**src/rtl/mem_arbiter.sv**
```systemverilog
// Arbiter that lets the fetch (IF) and load/store (D) ports share one single-port memory.
// It serves one access at a time, uses round-robin on ties, and ends unacknowledged accesses with a watchdog.
module mem_arbiter #(
  parameter int unsigned DATA_WIDTH     = 32,
  parameter int unsigned ADDR_WIDTH     = 10,
  parameter int unsigned TIMEOUT_CYCLES = 16
) (
  input  logic                  i_clk,
  input  logic                  i_arst,
  input  logic                  i_if_req,
  input  logic [ADDR_WIDTH-1:0] i_if_addr,
  input  logic                  i_d_req,
  input  logic                  i_d_we,
  input  logic [ADDR_WIDTH-1:0] i_d_addr,
  input  logic [DATA_WIDTH-1:0] i_d_wdata,
  output logic                  o_mem_req,
  output logic                  o_mem_we,
  output logic [ADDR_WIDTH-1:0] o_mem_addr,
  output logic [DATA_WIDTH-1:0] o_mem_wdata,
  input  logic                  i_mem_ack,
  input  logic [DATA_WIDTH-1:0] i_mem_rdata,
  output logic                  o_if_valid,
  output logic                  o_d_valid,
  output logic [DATA_WIDTH-1:0] o_rdata,
  output logic                  o_err
);

  localparam int unsigned WD_W = (TIMEOUT_CYCLES > 2) ? $clog2(TIMEOUT_CYCLES) : 1;
  localparam logic [WD_W-1:0] WD_LAST = WD_W'(TIMEOUT_CYCLES - 1);
  localparam logic SRV_IF = 1'b0;
  localparam logic SRV_D  = 1'b1;

  typedef enum logic [1:0] {
    S_IDLE    = 2'd0,
    S_BUSY_IF = 2'd1,
    S_BUSY_D  = 2'd2,
    S_RESP    = 2'd3
  } state_e;

  state_e                state_q, state_d;
  logic [WD_W-1:0]       wd_q, wd_d;
  logic                  last_q, last_d;
  logic                  mem_req_q, mem_req_d;
  logic                  mem_we_q, mem_we_d;
  logic [ADDR_WIDTH-1:0] mem_addr_q, mem_addr_d;
  logic [DATA_WIDTH-1:0] mem_wdata_q, mem_wdata_d;
  logic                  if_valid_q, if_valid_d;
  logic                  d_valid_q, d_valid_d;
  logic [DATA_WIDTH-1:0] rdata_q, rdata_d;
  logic                  err_q, err_d;
  logic                  grant_if_c, grant_d_c;

  // State and output registers
  always_ff @(posedge i_clk) begin
    if (i_arst) begin
      state_q     <= S_IDLE;
      wd_q        <= '0;
      last_q      <= SRV_D;
      mem_req_q   <= 1'b0;
      mem_we_q    <= 1'b0;
      mem_addr_q  <= '0;
      mem_wdata_q <= '0;
      if_valid_q  <= 1'b0;
      d_valid_q   <= 1'b0;
      rdata_q     <= '0;
      err_q       <= 1'b0;
    end else begin
      state_q     <= state_d;
      wd_q        <= wd_d;
      last_q      <= last_d;
      mem_req_q   <= mem_req_d;
      mem_we_q    <= mem_we_d;
      mem_addr_q  <= mem_addr_d;
      mem_wdata_q <= mem_wdata_d;
      if_valid_q  <= if_valid_d;
      d_valid_q   <= d_valid_d;
      rdata_q     <= rdata_d;
      err_q       <= err_d;
    end
  end

  // Next-state and registered-output logic
  always_comb begin
    state_d     = state_q;
    wd_d        = wd_q;
    last_d      = last_q;
    mem_req_d   = mem_req_q;
    mem_we_d    = mem_we_q;
    mem_addr_d  = mem_addr_q;
    mem_wdata_d = mem_wdata_q;
    if_valid_d  = 1'b0;
    d_valid_d   = 1'b0;
    rdata_d     = rdata_q;
    err_d       = err_q;
    grant_if_c  = 1'b0;
    grant_d_c   = 1'b0;

    case (state_q)
      S_IDLE: begin
        mem_req_d  = 1'b0;
        // On a tie, the port that was not served last wins
        grant_if_c = i_if_req && (!i_d_req || (last_q == SRV_D));
        grant_d_c  = i_d_req && !grant_if_c;
        if (grant_if_c) begin
          state_d     = S_BUSY_IF;
          wd_d        = '0;
          last_d      = SRV_IF;
          mem_req_d   = 1'b1;
          mem_we_d    = 1'b0;
          mem_addr_d  = i_if_addr;
          mem_wdata_d = '0;
        end else if (grant_d_c) begin
          state_d     = S_BUSY_D;
          wd_d        = '0;
          last_d      = SRV_D;
          mem_req_d   = 1'b1;
          mem_we_d    = i_d_we;
          mem_addr_d  = i_d_addr;
          mem_wdata_d = i_d_wdata;
        end
      end

      S_BUSY_IF, S_BUSY_D: begin
        // An ack wins over a timeout that falls in the same cycle
        if (i_mem_ack) begin
          state_d    = S_RESP;
          mem_req_d  = 1'b0;
          rdata_d    = mem_we_q ? '0 : i_mem_rdata;
          err_d      = 1'b0;
          if_valid_d = (state_q == S_BUSY_IF);
          d_valid_d  = (state_q == S_BUSY_D);
        end else if (wd_q == WD_LAST) begin
          state_d    = S_RESP;
          mem_req_d  = 1'b0;
          rdata_d    = '0;
          err_d      = 1'b1;
          if_valid_d = (state_q == S_BUSY_IF);
          d_valid_d  = (state_q == S_BUSY_D);
        end else begin
          wd_d = wd_q + WD_W'(1);
        end
      end

      S_RESP: begin
        state_d   = S_IDLE;
        mem_req_d = 1'b0;
      end

      default: begin
        state_d   = S_IDLE;
        mem_req_d = 1'b0;
      end
    endcase
  end

  assign o_mem_req   = mem_req_q;
  assign o_mem_we    = mem_we_q;
  assign o_mem_addr  = mem_addr_q;
  assign o_mem_wdata = mem_wdata_q;
  assign o_if_valid  = if_valid_q;
  assign o_d_valid   = d_valid_q;
  assign o_rdata     = rdata_q;
  assign o_err       = err_q;

endmodule

```
**config.mk**
```make
export PLATFORM = sky130hd
export DESIGN_NAME = mem_arbiter
export DESIGN_NICKNAME = d
export VERILOG_FILES = /design/src/rtl/mem_arbiter.sv
export SDC_FILE = /design/constraint.sdc
export NUM_CORES = 1
export LEC_CHECK = 0
export BUFFER_PORTS_ARGS = -buffer_cell sky130_fd_sc_hd__buf_2
export CAP_MARGIN = 20
export CELL_PAD_IN_SITES_DETAIL_PLACEMENT = 0
export CELL_PAD_IN_SITES_GLOBAL_PLACEMENT = 1
export CORE_ASPECT_RATIO = 0.5
export CORE_MARGIN = 2
export CORE_UTILIZATION = 32
export CTS_CLUSTER_SIZE = 14
export DETAILED_ROUTE_END_ITERATION = 6
export PLACE_DENSITY_LB_ADDON = 0.15
export SYNTH_ARGS = -nofsm -noshare
export SYNTH_HDL_FRONTEND = slang
export SYNTH_SLANG_ARGS = --single-unit
export TNS_END_PERCENT = 1
```
**constraint.sdc**
```tcl
create_clock -name i_clk -period 2.2 [get_ports i_clk]
set_clock_uncertainty 0.2 [all_clocks]
set_input_delay 0.11 -clock i_clk [delete_from_list [all_inputs] [get_ports i_clk]]
set_output_delay 0.11 -clock i_clk [all_outputs]
set_load 0.01 [all_outputs]
```
=== Yosys cells after proc, flatten, opt, wreduce, memory -nomap -nowiden ===
Index checks and enable logic that the tools add are counted.

* Mux-type cells: 32
* Equality and inequality tests: 8
* $add $sub $neg: 1
* Reduce and logical (&&, ||, !) cells: 15
* Bitwise operators: 1

{| class="wikitable"
|+ Operators by type and width
! cell !! number
|-
| 32-bit two-way mux || 5
|-
| 10-bit two-way mux || 2
|-
| 4-bit two-way mux || 4
|-
| 1-bit two-way mux || 14
|-
| 2-bit two-way mux || 4
|-
| 4-bit one-hot mux with 2 select lines || 1
|-
| 3-bit inequality test, second input constant || 2
|-
| 2-bit one-hot mux with 3 select lines || 1
|-
| 2-bit AND reduction || 3
|-
| 2-bit nonzero test || 3
|-
| 4-bit by 1-bit adder with 4-bit output, second input constant || 1
|-
| 2-bit == test, second input constant || 2
|-
| 4-bit == test, second input constant || 1
|-
| 2-bit inequality test, second input constant || 2
|-
| 4-bit AND reduction || 1
|-
| 2-bit OR reduction || 2
|-
| 1-bit one-hot mux with 3 select lines || 1
|-
| 2-bit by 1-bit == test with 1-bit output, second input constant || 1
|-
| 1-bit logical AND || 2
|-
| 1-bit logical NOT || 2
|-
| 2-bit logical NOT || 1
|-
| 1-bit logical OR || 1
|-
| 1-bit NOT || 1
|}

* Output and inout bits: 79
* Bits of input ports: 90
* Register bits: 86

=== Longest topological paths before layout ===
* Word-level depth: 8
* Depth in mapped cells: 8

=== Least setup slack after synthesis ===
Ideal clock, no wire load.

* Path kind: reg2reg
* Start point: register state_q[0]
* End point: register wd_q[3]
* Setup slack: 0.313 ns
* Cell stages (with the launch flop): 8
* Arrival time: 1.616 ns
* Path buffers: 1
* Library setup time: 0.070 ns
* Path through: dfxtp_1 > inv_1 > ha_1 > buf_6 > or3b_1 > o211ai_4 > or4_1 > a21oi_1

* Word-level cells in the longest chain between the ends: 4
* Elaborated cells on any way between the ends: 10
* Classes of those cells: eq/ne: 5; mux: 1; reduce/logical: 4

{| class="wikitable"
|+ RTL lines
! what !! RTL line !! source
|-
| start, declared || 40 || <nowiki>state_e state_q, state_d;</nowiki>
|-
| start signal, assigned || 68 || <nowiki>state_q <= state_d;</nowiki>
|-
| 2-bit by 1-bit == test with 1-bit output / 2-bit == test (equally long branches) || 98 || <nowiki>case (state_q)</nowiki>
|-
| 2-bit OR reduction || 98 ||
|-
| 2-bit inequality test (no source line) / 2-bit nonzero test (equally long branches) || -- ||
|-
| 4-bit AND reduction (no source line) || -- ||
|-
| end signal, assigned || 69 || <nowiki>wd_q <= wd_d;</nowiki>
|-
| end, declared || 41 || <nowiki>logic [WD_W-1:0] wd_q, wd_d;</nowiki>
|}

Several ways; a longest one is shown, not always the timed one.
A chain may end at the register's enable or synchronous reset.

=== Worst setup path in the final report ===
Ends and elaborated chain as after synthesis.

==> flow_summary.json <==
{
  "dieArea_um2": 10800,
  "grt_max_degree": 87,
  "overflow": 0,
  "pwr_density_cell_nw_per_um2": 1060,
  "core_region_area_um2": 9540,
  "initial_core_util_pct": 33.3,
  "drc_errors": 0,
  "cp.arrival_ns": 2.07,
  "die-height_um": 74.4,
  "hold_class": "in -> reg",
  "dp_hpwl_mm": 5.47,
  "vias": 3256,
  "syn_area_um2": 3180,
  "final_layout_size_suffix_gt1_share_pct": 34.0,
  "slew_headroom_pct": 44.6,
  "synthCells": 329,
  "clk_pin_slew_worst_paths_ns": 0.06,
  "clock_latency_ns": 0.32,
  "synth_fa_ha_area_share_pct": 1.97,
  "maxCapViolations": 0,
  "fin_nets": 669,
  "setup_viol": 0,
  "synth.area.mux_share_pct": 3.82,
  "clock-sinks": 86,
  "cts-resized-gates": 0,
  "fin_crit_ns": 2.01,
  "slew_viol_final": 0,
  "port_buffers": 168,
  "via_per_inst": 4.56,
  "synth_xor_area_share_pct": 0,
  "ys_seq_elements": 86,
  "numCtsBuffers": 9,
  "dr.pass1.iters": 4,
  "leakagePower_nw": 2.48,
  "drtIter0Drc": 115,
  "crit_required_ns": 2.26,
  "cts_tree": "yes",
  "die_w_um": 145,
  "outcome": "complete, no violations",
  "finalHoldViolCount": 0,
  "stdcell_count": 714,
  "rows": 25,
  "grt_usage_pct": 16.9,
  "ant_nets": 0,
  "wl_mm": 9.18,
  "avgSynthCellArea_um2": 9.65,
  "grt_pass1_vias": 3133,
  "max_freq_ghz": 0.497,
  "ys_types": 31,
  "cts_max_level": 3,
  "tightest_slew_ns": 0.831,
  "synth_compound_gate_area_share_pct": 22.5,
  "ios": 169,
  "rsz0062_at_grt": "false",
  "cts_root_buf": "clkbuf_16",
  "cp-end-kind": "flip-flop",
  "ir_drop_v": 0.000456,
  "crit_type": "reg -> reg",
  "yosys_warnings": 0,
  "period_share_pct": 91.5,
  "cts_setup_buffers": 0,
  "antenna_found_initial": 0,
  "yosys.area_share.simple_pct": 12.8,
  "grt_first_pass_wirelength_mm": 14.3,
  "antenna_cells": 0,
  "clockBufferDepth": 2,
  "yosysSeqAreaShare_pct": 54.2,
  "area_growth_pct": 68.5,
  "cp_max_fo": 8,
  "gp_congestion": 0.733,
  "synth_top_family_by_area": "compound AO/OA/AOI/OAI gates",
  "syn_nets": 424,
  "startpoint_type": "flip-flop",
  "routedWlPerCell_um": 12.9,
  "tns_ns": 0,
  "dp_cells": 612
}
report_power, final:
group / internal, W / switching, W
combinational: 0.000940 / 0.00115
clock: 0.000997 / 0.000582
sequential: 0.00185 / 0.000146
total: 0.00379 / 0.00187
worst max-delay path, stage by stage (launching register included):
cell and delay [ns]:
dfxtp_1 0.36, inv_1 0.09, ha_1 0.30, or3b_1 0.27
o211ai_4 0.12, or4_1 0.48, a21oi_1 0.13
sequential cells by signal, summed over array words and instances (netlist names):
signal and count:
o_mem_wdata 32, o_rdata 32, o_mem_addr 10, wd_q 4
state_q 2, last_q 1, o_d_valid 1, o_err 1
o_if_valid 1, o_mem_req 1, o_mem_we 1
logic make-up after synthesis:
family	Yosys count
compound gates	95
mux	12
buf+inv	32
simple gates	99
flops	86
fa+ha+maj	5
metrics by stage:
step                util [%]  hold WS, ns  power [W]  setup WS [ns]  area [um^2]
floorplan                  -       0.0122    0.00332          0.313         3180
global placement        43.8        0.143    0.00398          0.232         4180
detailed placement      43.8        0.152    0.00399          0.199         4180
CTS                     56.1       0.0503    0.00575          0.182         5350
global route            56.1       0.0817    0.00607         0.0798         5350
finish                  56.1       0.0613    0.00566          0.188         5350
worst paths after layout:
| path | start | slack, ns | depth (start not counted) | endpoint |
|---|---|---|---|---|
| setup / recovery | state_q[0] | 0.19 | 6 | wd_q[3] |
| hold reg to reg | wd_q[1] | 0.28 | 2 | wd_q[1] |
| hold / removal | i_arst | 0.06 | 3 | o_mem_wdata[13] |
| setup reg to reg | state_q[0] | 0.19 | 6 | wd_q[3] |
Yosys cell counts, drive strengths merged:
library cell	number	area share, %
a211o	1	0.28
a211oi	12	2.8
a21boi	1	0.24
a21oi	6	0.95
a22oi	65	15
a31oi	3	1.1
a41oi	1	0.28
and2	1	0.20
buf	17	2.9
clkbuf	12	1.4
dfxtp	86	54
ha	5	2.0
inv	3	0.35
mux2	1	0.35
mux2i	11	3.5
nand2	6	0.71
nand2b	2	0.39
nand3	1	0.16
nand4	1	0.20
nor2	81	9.6
nor3b	2	0.47
o211ai	1	0.67
o21a	1	0.24
o21ai	4	0.63
or2	1	0.20
or3	2	0.39
or3b	1	0.28
or4	1	0.24
metal layers:
metal  GRT usage [%]  vias to the layer above  wire length (um)
li1                -                     1664                 -
met1            19.0                     1476              4090
met4            5.50                        0                53
met5               0                        -                 0
met3            5.67                        4               717
met2            30.6                      112              4320
final cells by class:
type / count / area, um^2
Clock inverter: 5 / 81.3
Tap cell: 135 / 169
Sequential cell: 86 / 1720
Fill cell: 840 / 4190
Clock buffer: 11 / 233
Multi-Input combinational cell: 211 / 1320
Timing Repair Buffer: 263 / 1820
Inverter: 3 / 11.3
cell usage in the layout (no fill, tap or decap), types with 3 or more instances in the layout:
master,count
a211oi_1,12
buf_12,4
inv_1,3
a21oi_1,5
dlygate4sd3_1,86
mux2i_1,11
clkbuf_16,9
dfxtp_1,86
a22oi_1,65
nor2_1,80
nand2_1,6
buf_2,168
ha_1,5
buf_4,5
timing repair:
| item | 4_1_cts | 5_1_grt |
|---|---|---|
| hold endpoints to repair | 77 | 0 |
| hold buffers | 86 | 0 |
| setup endpoints to repair | 0 | 0 |
No activity file was read; power rests on OpenSTA's default activity.
